### src/rtl/spi_design.sv
// SPI loopback block: a 12-bit SPI master (instance s1) and an SPI slave
// (instance s2) wired back-to-back. Every completed transfer leaves the
// transmitted word on dout with a one-sclk-period done pulse.
// The whole block runs on clk; sclk is a divided register, never a clock net.

// ---------------------------------------------------------------------------
// spi_master: sclk divider plus the IDLE/SEND shift FSM (LSB first).
// ---------------------------------------------------------------------------
module spi_master #(
  parameter int DIV = 10
) (
  input  logic        clk,
  input  logic        rst,
  input  logic        newd,
  input  logic [11:0] din,
  output logic        cs,
  output logic        mosi,
  output logic        fall_tick
);

  localparam int            CW   = (DIV > 1) ? $clog2(DIV) : 1;
  localparam logic [CW-1:0] LAST = CW'(DIV - 1);

  typedef enum logic {
    IDLE = 1'b0,
    SEND = 1'b1
  } state_t;

  // Debug-visible state: state, bitcnt, count and sclk are plain registers
  // so checkers can bind to them directly.
  state_t        state;
  logic [CW-1:0] count;
  logic          sclk;
  logic [3:0]    bitcnt;
  logic [11:0]   latched;
  logic          rise_tick;

  // rise_tick / fall_tick mark the clk edge on which sclk goes high / low.
  assign rise_tick = (count == LAST) && !sclk;
  assign fall_tick = (count == LAST) &&  sclk;

  // Divider: count 0..DIV-1, toggle sclk and wrap on the last count.
  always_ff @(posedge clk) begin
    if (!rst) begin
      count <= '0;
      sclk  <= 1'b0;
    end else if (count == LAST) begin
      count <= '0;
      sclk  <= ~sclk;
    end else begin
      count <= count + 1'b1;
    end
  end

  // Request handshake: newd is a level request, sampled only on a rise_tick
  // while the FSM is IDLE; acceptance latches din on that same edge (cs
  // falls). While SEND is active newd/din are ignored; a newd still high at
  // the first IDLE rise_tick starts the next transfer.
  // FSM: drive bit k of the latched word on rise_tick Rk, release cs at R12.
  always_ff @(posedge clk) begin
    if (!rst) begin
      state   <= IDLE;
      cs      <= 1'b1;
      mosi    <= 1'b0;
      bitcnt  <= 4'd0;
      latched <= 12'd0;
    end else if (rise_tick) begin
      case (state)
        IDLE: begin
          cs   <= 1'b1;
          mosi <= 1'b0;
          if (newd) begin
            latched <= din;
            cs      <= 1'b0;
            mosi    <= din[0];
            bitcnt  <= 4'd1;
            state   <= SEND;
          end
        end
        SEND: begin
          if (bitcnt < 4'd12) begin
            mosi   <= latched[bitcnt];
            bitcnt <= bitcnt + 4'd1;
          end else begin
            cs     <= 1'b1;
            mosi   <= 1'b0;
            bitcnt <= 4'd0;
            state  <= IDLE;
          end
        end
        default: begin
          cs    <= 1'b1;
          mosi  <= 1'b0;
          state <= IDLE;
        end
      endcase
    end
  end

endmodule

// ---------------------------------------------------------------------------
// spi_slave: samples mosi on fall_tick while cs is low and rebuilds the word.
// ---------------------------------------------------------------------------
module spi_slave (
  input  logic        clk,
  input  logic        rst,
  input  logic        fall_tick,
  input  logic        cs,
  input  logic        mosi,
  output logic [11:0] dout,
  output logic        done
);

  logic [11:0] shreg;
  logic [3:0]  rcnt;

  // Shift in LSB first; on the 12th bit publish the word and raise done,
  // which then lasts until the next fall_tick (one sclk period).
  always_ff @(posedge clk) begin
    if (!rst) begin
      shreg <= 12'd0;
      rcnt  <= 4'd0;
      dout  <= 12'd0;
      done  <= 1'b0;
    end else if (fall_tick) begin
      done <= 1'b0;
      if (cs) begin
        rcnt <= 4'd0;
      end else begin
        shreg <= {mosi, shreg[11:1]};
        if (rcnt == 4'd11) begin
          dout <= {mosi, shreg[11:1]};
          done <= 1'b1;
          rcnt <= 4'd0;
        end else begin
          rcnt <= rcnt + 4'd1;
        end
      end
    end else if (cs) begin
      rcnt <= 4'd0;
    end
  end

endmodule

// ---------------------------------------------------------------------------
// spi_design: top-level loopback.
// ---------------------------------------------------------------------------
module spi_design #(
  parameter int DIV = 10
) (
  input  logic        clk,
  input  logic        rst,
  input  logic        newd,
  input  logic [11:0] din,
  output logic [11:0] dout,
  output logic        done
);

  logic cs;
  logic mosi;
  logic fall_tick;

  spi_master #(.DIV(DIV)) s1 (
    .clk       (clk),
    .rst       (rst),
    .newd      (newd),
    .din       (din),
    .cs        (cs),
    .mosi      (mosi),
    .fall_tick (fall_tick)
  );

  spi_slave s2 (
    .clk       (clk),
    .rst       (rst),
    .fall_tick (fall_tick),
    .cs        (cs),
    .mosi      (mosi),
    .dout      (dout),
    .done      (done)
  );

endmodule

### config.mk
export PLATFORM = sky130hd
export DESIGN_NAME = spi_design
export DESIGN_NICKNAME = d
export VERILOG_FILES = /design/src/rtl/spi_design.sv
export SDC_FILE = /design/constraint.sdc
export NUM_CORES = 1
export LEC_CHECK = 0
export ABC_AREA = 1
export CAP_MARGIN = 20
export CORE_MARGIN = 2
export CORE_UTILIZATION = 54
export DETAILED_ROUTE_END_ITERATION = 10
export HOLD_SLACK_MARGIN = 0.1
export PLACE_DENSITY = 0.78
export SYNTH_ARGS = -nofsm -noshare
export SYNTH_HDL_FRONTEND = slang
export SYNTH_SLANG_ARGS = --single-unit
### constraint.sdc
create_clock -name clk -period 1.9 [get_ports clk]
set_input_delay 0.19 -clock clk [delete_from_list [all_inputs] [get_ports clk]]
set_output_delay 0.19 -clock clk [all_outputs]
set_load 0.01 [all_outputs]
==> Implementation_results.wiki, run 1 <==
{| class="wikitable"
! Metric !! Value
|-
| CTS Sinks || 52
|-
| Share of async-settable or async-resettable flops after synthesis || 0
|-
| Final setup TNS || 0 ns
|-
| Filler cell count || 359
|-
| Family with the most delay on the worst path || simple AND/OR/NAND/NOR gates
|-
| Number of buffers inserted by hold repair at cts || 0
|-
| Via total after detailed routing || 1808
|-
| Top-count cell post-synth || nor2_1
|-
| Multiplexer share of the synthesized area || 0
|-
| Number of standard cells after synthesis || 283
|-
| Post-synthesis sequential element count || 52
|-
| Final count of negative-setup-slack endpoints || 0
|-
| Number of warning messages in the yosys log || 0
|-
| Core region area || 3943 sq um
|-
| Logic depth of the worst path, buffers included || 8
|-
| Worst min path class || input pin to flop
|-
| Post-synth EDFFs || 0
|-
| Crit path time final || 1.657 ns
|-
| Cell taking the most area after synthesis || dfxtp_1
|-
| Starting utilization of the core area || 0.5506
|-
| CTS max path bufs || 2
|-
| Result of the run || completed
|-
| Simple-Gate Fraction of Synth Area || 0.2709
|-
| Setup repair after global routing missed its margin || false
|-
| Portion of the clock cycle consumed by the worst path in the final layout || 0.8722
|-
| Synth top area cells || dfxtp_1, nor2_1, nand2_1
|-
| Number of global-route vias before repair || 1601
|-
| Number of buffers created by CTS || 5
|-
| Leak pwr || 1.063 nW
|-
| Clock insertion delay at the later pin of the skew report || 0.31 ns
|-
| Hold violation total from the final report || 0
|-
| Routed vias/inst || 4.994
|-
| Number of standard-cell rows in the floorplan || 23
|-
| Syn-to-layout area delta || 17.81%
|-
| Post-Place Setup Slack || 0.2690 ns
|-
| Post-synthesis share of cell area spent on xor and xnor gates || 0.01210
|-
| Depth of the worst register-to-register path || 8
|-
| Top cells by count, synth || nor2_1, dfxtp_1, nand2_1
|-
| Arrival time of data at the critical path endpoint || 1.86 ns
|-
| Level count of the clock H-tree || 2
|-
| Critical Path Start Type || flop
|-
| GR Util All Layers || 0.1984
|-
| Relative slew slack || 0.7127
|-
| DR pass1 iterations || 4
|-
| Combinational family with the most area after synthesis || simple AND/OR/NAND/NOR gates
|-
| Setup slack of the most critical reg-to-reg path || 0.24 ns
|-
| Routed wire length per instance || 10.98 microns
|-
| Launch point of the critical path || s1.count[0]
|-
| Total of max-cap violations || 0
|-
| Cell chain of the critical path || ha_1, nand2_2, nor2_4, nand2_4, nor2_8, nand2_4, o21ai_0, nor2_1
|-
| Number of distinct library cells after synthesis || 29
|-
| Longest individual stage delay on the worst path || 0.39 ns
|-
| Routability Congestion || 0.8556
|-
| DRC viols || 0
|-
| Fraction of layout instances using a drive strength above 1 || 0.07692
|-
| Final layout net count || 330
|-
| Maximum fanout encountered on the critical timing path || 17
|-
| Post-CTS setup buffer count || 0
|-
| Global-route wire length before repair || 6.706 mm
|-
| TritonCTS clock tree || yes
|-
| Chip Width || 67.41 microns
|-
| Buffers and inverters on the worst path || 0
|-
| Worst-case setup margin in the final layout || 0.2429 ns
|-
| Crit end category || flop
|-
| Synthesized-area fraction occupied by ao, oa, aoi and oai cells || 0.1337
|-
| Cell occurring most often along the worst timing path || nand2_4
|-
| Cell chosen for the clock root || clkbuf_8
|-
| Portion of the post-synthesis area used by sequential elements || 0.4795
|-
| Count of buffers from port buffering || 27
|-
| Die span in y || 67.41 microns
|-
| Post-Synth Adder-Cell Area || 0.02305
|-
| Die ar. || 4543 sq um
|-
| Main flop type after synthesis || dfxtp_1
|-
| Timing endpoint of the critical path || s2.dout[1]
|-
| IR drop worst, VDD || 0.4588 mV
|-
| HPWL after DPL || 2.882 mm
|-
| Number of antenna-violating nets in the routed design || 0
|-
| Routed WL || 3.973 mm
|-
| Master of the slowest instance on the critical path || dfxtp_1
|-
| Top-level I/O count || 28
|-
| Syn avg cell area || 7.671 sq um
|-
| Critical register-to-register path startpoint || s1.count[0]
|-
| Initial antenna violation count || 0
|-
| Tot Pwr || 0.001826 W
|-
| Total count of max-transition violations in the final report || 0
|-
| Top cell type's share of synthesized area || 0.4795
|-
| Transition at the pin with the smallest max-transition slack || 0.4304 ns
|-
| Final core utilization || 0.6487
|-
| Data required time at the worst endpoint || 2.10 ns
|-
| Number of gates given a new drive strength after cts || 0
|-
| Count of routing violations after the opening detailed-route iteration || 106
|-
| Post-Syn Nets || 302
|-
| Clk slew on worst S/H paths || 0.09 ns
|-
| Gr ovfl total || 0
|-
| Final setup skew || 0.003026 ns
|-
| Power per cell area || 714.0 nW/um^2
|-
| Crit Path Category || flop to flop
|-
| Achievable frequency || 603.5 MHz
|-
| Largest net degree at the start of global routing || 27
|-
| End of the worst register-to-register path || s2.dout[1]
|-
| Syn Std Cell Area || 2171 sq um
|-
| Antenna cell count || 0
|}
-- worst reg2reg max path, cell delays in order (launching register included) --
cell	delay (ns)
dfxtp_1	0.39
ha_1	0.17
nand2_2	0.06
nor2_4	0.16
nand2_4	0.10
nor2_8	0.22
nand2_4	0.15
o21ai_0	0.22
nor2_1	0.07
-- report_power, final --
| group | internal [W] | switching [W] | leakage [nW] |
|---|---|---|---|
| Sequential | 0.00109 | 0.00000606 | 0.419 |
| Clock | 0.000296 | 0.000350 | 0.0445 |
| Combinational | 0.0000425 | 0.0000366 | 0.599 |
| Total | 0.00143 | 0.000393 | 1.06 |
-- area by class of cell --
cell class	instances	area, sq um	area share
sequential	52	1041	0.4070
multi-input combinational	194	954.7	0.3733
timing repair buffer	31	300.3	0.1174
inverter	27	105.1	0.04110
clock buffer	7	86.33	0.03376
tap	50	62.56	0.02446
clock inverter	1	7.507	0.002935
-- cell families after synthesis --
logic type                 Yosys count
AOI/OAI and AO/OA                   55
xor gates and xnor gates             3
adders and majority gates            4
buffers and inverters               37
DFF                                 52
and+or+nand+nor                    132
-- cell usage in the layout, fill, tap and decap left out, types with 4 or more instances in the layout --
master           instances
a21oi_1                 22
buf_4                    4
clkbuf_8                 6
clkdlybuf4s50_1         27
dfxtp_1                 52
ha_1                     4
inv_1                   24
nand2_1                 40
nand3_1                 25
nor2_1                  56
o21ai_0                 21
o21ai_1                 10
-- flip-flops by register name, summed over array words and instances, names as in the netlist --
name,cells
s1.bitcnt,4
s1.mosi,1
s1.sclk,1
s2.rcnt,4
s1.latched,12
s2.done,1
s1.count,4
s1.state,1
s2.shreg,11
s1.cs,1
s2.dout,12
-- metal layers --
| metal | global-route usage | wire [microns] | vias up |
|---|---|---|---|
| met5 | 0 | 0 | - |
| met4 | 0.07653 | 61 | 0 |
| met3 | 0.05667 | 198 | 7 |
| met2 | 0.3366 | 1880 | 48 |
| met1 | 0.2370 | 1832 | 792 |
| li1 | - | - | 961 |
-- how the worst min path moves through the flow --
stage / to / cells after the start / startpoint
after global placement: s1.latched[8] / 2 / s1.latched[8]
final: s1.latched[4] / 3 / din[4]
after detailed placement: s1.latched[11] / 2 / s1.latched[11]
after CTS: s1.latched[3] / 3 / din[3]
after floorplan: s1.bitcnt[2] / 2 / rst
after global routing: s1.latched[7] / 3 / din[7]
-- per-stage QoR --
stage | hold WS [ns] | std cells | instance area (sq um)
2_1_floorplan | 0.3267 | 283 | 2171
3_3_place_gp | 0.4407 | 354 | 2464
3_5_place_dp | 0.4493 | 354 | 2464
4_1_cts | 0.4449 | 362 | 2557
5_1_grt | 0.4727 | 362 | 2557
6_report | 0.4509 | 362 | 2557
Power figures use the tool's default switching activity.
==> run 2, diff against run 1 <==
--- a/config.mk
+++ b/config.mk
@@ -9,9 +9,11 @@
 export CAP_MARGIN = 20
 export CORE_MARGIN = 2
 export CORE_UTILIZATION = 54
+export CTS_BUF_LIST = sky130_fd_sc_hd__clkbuf_8 sky130_fd_sc_hd__clkbuf_16
 export DETAILED_ROUTE_END_ITERATION = 10
 export HOLD_SLACK_MARGIN = 0.1
 export PLACE_DENSITY = 0.78
+export RECOVER_POWER = 50
 export SYNTH_ARGS = -nofsm -noshare
 export SYNTH_HDL_FRONTEND = slang
 export SYNTH_SLANG_ARGS = --single-unit
==> run 2 against run 1 <==
  * Worst hold slack about the same
  * Sequential share of layout area is essentially flat
  * Critical path depth unchanged
  * Global-route usage unchanged
  * Flip-flop and latch count did not move
  * Clock power down 0.6%
  * Register-to-register slack worse by 0.02 ns
  * Final cell count stayed put
  * Utilization shrank 0.064 points
  * Total power fell by 0.28%
  * Die area stayed put
  * Largest cell class unchanged
==> Implementation_results.wiki, run 2 (synthesized netlist as in run 1, its figures left out) <==
{| class="wikitable"
! Metric !! Value
|-
| Starting utilization of the core area || 0.5506
|-
| Number of standard-cell rows in the floorplan || 23
|-
| Number of antenna-violating nets in the routed design || 0
|-
| Commonest non-fill, non-tap cells in the layout || nor2_1, dfxtp_1, nand2_1, inv_1, nand3_1
|-
| Result of the run || completed
|-
| Worst Hold Path EP || s1.latched[4]
|-
| Master of the slowest instance on the critical path || dfxtp_1
|-
| Critical register-to-register path startpoint || s1.count[0]
|-
| Crit path time final || 1.675 ns
|-
| Min-Delay Startpoint || din[4]
|-
| Longest individual stage delay on the worst path || 0.39 ns
|-
| Routed vias/inst || 4.986
|-
| Number of buffers inserted by hold repair at cts || 0
|-
| Leak pwr || 1.112 nW
|-
| Registers with the most flip-flops || s1.latched (12), s2.dout (12), s2.shreg (11)
|-
| Tot Pwr || 0.001821 W
|-
| Worst min path class || input pin to flop
|-
| Fraction of layout instances using a drive strength above 1 || 0.07051
|-
| Count of routing violations after the opening detailed-route iteration || 103
|-
| Final design area excluding fillers || 2555 sq um
|-
| Achievable frequency || 597.0 MHz
|-
| Maximum fanout encountered on the critical timing path || 17
|-
| Hold violation total from the final report || 0
|-
| GR Util All Layers || 0.1984
|-
| HPWL after DPL || 2.882 mm
|-
| Post-CTS setup buffer count || 0
|-
| Count of buffers from port buffering || 27
|-
| Number of gates given a new drive strength after cts || 0
|-
| Die ar. || 4543 sq um
|-
| Antenna cell count || 0
|-
| Setup slack of the most critical reg-to-reg path || 0.23 ns
|-
| Final setup TNS || 0 ns
|-
| Clk slew on worst S/H paths || 0.09 ns
|-
| End of the worst register-to-register path || s2.shreg[7]
|-
| Number of global-route vias before repair || 1601
|-
| Syn-to-layout area delta || 17.69%
|-
| Arrival time of data at the critical path endpoint || 1.88 ns
|-
| Level count of the clock H-tree || 2
|-
| Die span in y || 67.41 microns
|-
| Top-level I/O count || 28
|-
| Via total after detailed routing || 1805
|-
| Data required time at the worst endpoint || 2.11 ns
|-
| Crit end category || flop
|-
| Final setup skew || 0.002790 ns
|-
| Depth of the worst register-to-register path || 8
|-
| Number of cells on the worst hold path || 3
|-
| CTS Sinks || 52
|-
| Routed wire length per instance || 10.96 microns
|-
| Cell chain of the critical path || ha_1, nand2_1, nor2_4, nand2_4, nor2_8, inv_1, o21ai_0, nor2_1
|-
| Portion of the clock cycle consumed by the worst path in the final layout || 0.8815
|-
| Most common cell after layout, fill and taps aside || nor2_1
|-
| Final count of negative-setup-slack endpoints || 0
|-
| Routed WL || 3.966 mm
|-
| Transition at the pin with the smallest max-transition slack || 0.4302 ns
|-
| DR pass1 iterations || 4
|-
| Critical Path Start Type || flop
|-
| Gr ovfl total || 0
|-
| Routability Congestion || 0.8556
|-
| Final layout net count || 330
|-
| Total of max-cap violations || 0
|-
| DRC viols || 0
|-
| Setup repair after global routing missed its margin || false
|-
| Total count of max-transition violations in the final report || 0
|-
| Crit Path Category || flop to flop
|-
| Clock insertion delay at the later pin of the skew report || 0.31 ns
|-
| Placed instance area || 2464 sq um
|-
| TritonCTS clock tree || yes
|-
| Power per cell area || 712.6 nW/um^2
|-
| Global-route wire length before repair || 6.706 mm
|-
| Initial antenna violation count || 0
|-
| Relative slew slack || 0.7129
|-
| Largest net degree at the start of global routing || 27
|-
| CTS max path bufs || 2
|-
| Cell chosen for the clock root || clkbuf_8
|-
| Chip Width || 67.41 microns
|-
| IR drop worst, VDD || 0.4552 mV
|-
| Number of buffers created by CTS || 5
|-
| Core region area || 3943 sq um
|}
[run 2: changes by cell type in the layout (fill, tap and decap cells not counted), sizes merged]
| cell | change |
|---|---|
| clkdlybuf4s50 | -13 |
| dlygate4sd3 | +13 |
| inv | +1 |
| clkbuf | -1 |
[run 2: worst max-delay path by stage]
stage                startpoint           to
global route        s1.count[0]  s2.shreg[7]
finish              s1.count[0]  s2.shreg[7]
CTS                 s1.count[0]   s2.dout[1]
floorplan           s1.count[0]  s2.dout[11]
detailed placement  s1.count[0]   s2.dout[1]
global placement    s1.count[0]   s2.dout[1]
[run 2: worst max-delay path: cells and delay by family, from the launching register on]
kind | cells | cell delay, ns
compound gates | 1 | 0.20
simple gates | 5 | 0.62
fa+ha+maj | 1 | 0.16
buf+inv | 1 | 0.21
flops | 1 | 0.39
[run 2: report_power, final]
part	internal, W	total (W)	switching (W)
registers	0.00109	0.00110	0.00000603
clock network	0.000291	0.000642	0.000351
logic	0.0000421	0.0000784	0.0000363
[run 2: cell type report]
class	instances	area, sq um
clock buffer	6	82.58
clock inverter	2	11.26
fill	360	1388
inverter	27	105.1
multi-input combinational	194	952.2
sequential	52	1041
tap	50	62.56
timing repair buffer	31	300.3
[run 2: layer usage]
layer | global-route usage | share of wire | vias up
met4 | 0.07653 | 0.015 | 0
met1 | 0.2370 | 0.46 | 790
met3 | 0.05667 | 0.049 | 7
met5 | 0 | 0 | -
met2 | 0.3366 | 0.47 | 46
li1 | - | - | 962
[run 2: stage by stage]
step           hold slack, ns  utilization  std cells  setup WS [ns]
6_report               0.4511       0.6480        362         0.2251
5_1_grt                0.4727       0.6480        362        0.03255
4_1_cts                0.4449       0.6487        362         0.2275
3_5_place_dp           0.4493       0.6249        354         0.2690
3_3_place_gp           0.4407       0.6249        354         0.3431
2_1_floorplan          0.3267            -        283         0.4881
==> run 3, diff against run 2 <==
--- a/config.mk
+++ b/config.mk
@@ -8,12 +8,14 @@
 export ABC_AREA = 1
 export CAP_MARGIN = 20
 export CORE_MARGIN = 2
-export CORE_UTILIZATION = 54
-export CTS_BUF_LIST = sky130_fd_sc_hd__clkbuf_8 sky130_fd_sc_hd__clkbuf_16
+export CORE_UTILIZATION = 65
+export CTS_BUF_LIST = sky130_fd_sc_hd__clkbuf_8
 export DETAILED_ROUTE_END_ITERATION = 10
+export DONT_BUFFER_PORTS = 1
 export HOLD_SLACK_MARGIN = 0.1
-export PLACE_DENSITY = 0.78
+export PLACE_DENSITY = 0.81
 export RECOVER_POWER = 50
+export REMOVE_ABC_BUFFERS = 1
 export SYNTH_ARGS = -nofsm -noshare
 export SYNTH_HDL_FRONTEND = slang
 export SYNTH_SLANG_ARGS = --single-unit
==> run 3 against run 2 <==
  * Critical path depth stayed put
  * Setup slack better by 0.058 ns
  * Non-clock buffer count is 15 lower
  * Sequential power hardly changed
  * First-iteration DRC count is 2.9% lower
  * Flip-flop and latch count stayed put
  * Register-to-register slack better by 0.06 ns
  * Total power is 1.1% lower
  * Largest cell class unchanged
==> Implementation_results.wiki, run 3 (synthesized netlist as in run 1, its figures left out) <==
{| class="wikitable"
! Metric !! Value
|-
| Result of the run || completed
|-
| Number of antenna-violating nets in the routed design || 0
|-
| CTS Sinks || 52
|-
| Design internal power || 0.001392 W
|-
| Critical Path Start Type || flop
|-
| Routed wire length per instance || 12.17 microns
|-
| Achievable frequency || 618.7 MHz
|-
| Count of routing violations after the opening detailed-route iteration || 100
|-
| Tot Pwr || 0.001802 W
|-
| Relative slew slack || 0.3259
|-
| Number of buffers inserted by hold repair at cts || 13
|-
| Crit end category || flop
|-
| Cell chosen for the clock root || clkbuf_8
|-
| Final layout net count || 315
|-
| Buffers and inverters on the worst path || 1
|-
| Final count of negative-setup-slack endpoints || 0
|-
| Cell chain of the critical path || ha_1, nand2_1, nor2_4, nand2_4, inv_4, nand2_2, o21ai_0, a21oi_1
|-
| Longest individual stage delay on the worst path || 0.39 ns
|-
| Starting utilization of the core area || 0.6996
|-
| TritonCTS clock tree || yes
|-
| Arrival time of data at the critical path endpoint || 1.81 ns
|-
| Largest net degree at the start of global routing || 35
|-
| CTS max path bufs || 2
|-
| Initial antenna violation count || 0
|-
| Global-route wire length before repair || 6.727 mm
|-
| Antenna cell count || 0
|-
| Count of buffers from port buffering || 0
|-
| Routed WL || 4.151 mm
|-
| Number of global-route vias before repair || 1612
|-
| Sw Share || 0.2272
|-
| Level count of the clock H-tree || 2
|-
| Most common cell after layout, fill and taps aside || nor2_1
|-
| Total count of max-transition violations in the final report || 0
|-
| Fraction of layout instances using a drive strength above 1 || 0.07407
|-
| Commonest non-fill, non-tap cells in the layout || nor2_1, dfxtp_1, nand2_1, inv_1, nand3_1
|-
| Worst min path class || input pin to flop
|-
| Clock power frac || 0.350
|-
| Hold violation total from the final report || 0
|-
| Die span in y || 61.79 microns
|-
| Data required time at the worst endpoint || 2.09 ns
|-
| Post-CTS setup buffer count || 0
|-
| Setup repair after global routing missed its margin || false
|-
| Die ar. || 3818 sq um
|-
| Number of gates given a new drive strength after cts || 0
|-
| Worst hold margin || 0.2694 ns
|-
| Setup slack of the most critical reg-to-reg path || 0.28 ns
|-
| Top-level I/O count || 28
|-
| Final setup TNS || 0 ns
|-
| Registers with the most flip-flops || s1.latched (12), s2.dout (12), s2.shreg (11)
|-
| Routability Congestion || 0.7727
|-
| Core region area || 3103 sq um
|-
| Final setup skew || 0.007396 ns
|-
| Number of standard-cell rows in the floorplan || 20
|-
| Maximum fanout encountered on the critical timing path || 16
|-
| GR Util All Layers || 0.2404
|-
| Power per cell area || 751.5 nW/um^2
|-
| DR pass1 iterations || 4
|-
| Via total after detailed routing || 1765
|-
| Leak pwr || 1.017 nW
|-
| HPWL after DPL || 2.704 mm
|-
| Portion of the clock cycle consumed by the worst path in the final layout || 0.8507
|-
| Clock insertion delay at the later pin of the skew report || 0.31 ns
|-
| Total of max-cap violations || 0
|-
| Chip Width || 61.79 microns
|-
| Master of the slowest instance on the critical path || dfxtp_1
|-
| Gr ovfl total || 0
|-
| IR drop worst, VDD || 0.7507 mV
|-
| Crit Path Category || flop to flop
|-
| Fraction of power consumed by combinational cells || 0.039
|-
| Syn-to-layout area delta || 10.43%
|-
| DRC viols || 0
|-
| Crit path time final || 1.616 ns
|-
| Clk slew on worst S/H paths || 0.10 ns
|-
| Transition at the pin with the smallest max-transition slack || 1.008 ns
|-
| Sw Pwr || 0.0004092 W
|-
| Relative contribution of sequential cells to total power || 0.611
|-
| Routed vias/inst || 5.176
|-
| Number of buffers created by CTS || 5
|-
| Family with the most delay on the worst path || simple AND/OR/NAND/NOR gates
|}
## run 3: changes by cell type in the layout (fill, tap and decap cells not counted)
cell / previous run / this run
inv_1: 26 / 25
clkinvlp_4: 1 / 0
inv_6: 0 / 1
clkbuf_8: 6 / 5
buf_4: 4 / 3
clkdlybuf4s50_1: 14 / 0
clkinv_2: 1 / 2
clkinv_4: 0 / 1
## run 3: worst register-to-register path: stages (launching register included)
cell and delay, ns:
dfxtp_1 0.39, ha_1 0.17, nand2_1 0.08, nor2_4 0.16, nand2_4 0.11, inv_4 0.12
nand2_2 0.18, o21ai_0 0.23, a21oi_1 0.06
## run 3: path summary, 6_finish.rpt
| path | start | endpoint | cells after the start |
|---|---|---|---|
| max | s1.count[0] | s1.latched[11] | 8 |
| min | rst | s2.rcnt[3] | 2 |
| max reg2reg | s1.count[0] | s1.latched[11] | 8 |
| min reg2reg | s1.latched[1] | s1.latched[1] | 2 |
## run 3: power groups by stage
| stage | logic, W | clock network [W] | registers [W] |
|---|---|---|---|
| 5_1_grt | 0.0000779 | 0.000689 | 0.00110 |
| 4_1_cts | 0.0000692 | 0.000646 | 0.00110 |
| 3_3_place_gp | 0.0000388 | 0 | 0.00113 |
| 3_5_place_dp | 0.0000399 | 0 | 0.00113 |
| 2_1_floorplan | 0.0000312 | 0 | 0.00113 |
| 6_report | 0.0000706 | 0.000630 | 0.00110 |
## run 3: routing by layer
layer	up-vias	GRT usage	wire, microns
met5	-	0	0
met3	3	0.06211	200
met1	791	0.2907	1812
met4	0	0.06383	32
li1	928	-	-
met2	43	0.4241	2105
## run 3: per-stage QoR
stage | setup slack (ns) | std cells | cell area, sq um | utilization
final | 0.2836 | 341 | 2397 | 0.7726
after global routing | 0.1035 | 341 | 2397 | 0.7726
after CTS | 0.2859 | 341 | 2400 | 0.7734
after detailed placement | 0.3093 | 320 | 2178 | 0.7020
after global placement | 0.3643 | 320 | 2178 | 0.7020
after floorplan | 0.4696 | 273 | 2101 | -
## run 3: layout make-up
cell class / instances / area [sq um]
clock inverter: 3 / 22.52
tap: 44 / 55.05
inverter: 27 / 105.1
timing repair buffer: 16 / 152.6
sequential: 52 / 1041
multi-input combinational: 194 / 952.2
clock buffer: 5 / 68.82
fill: 254 / 705.7
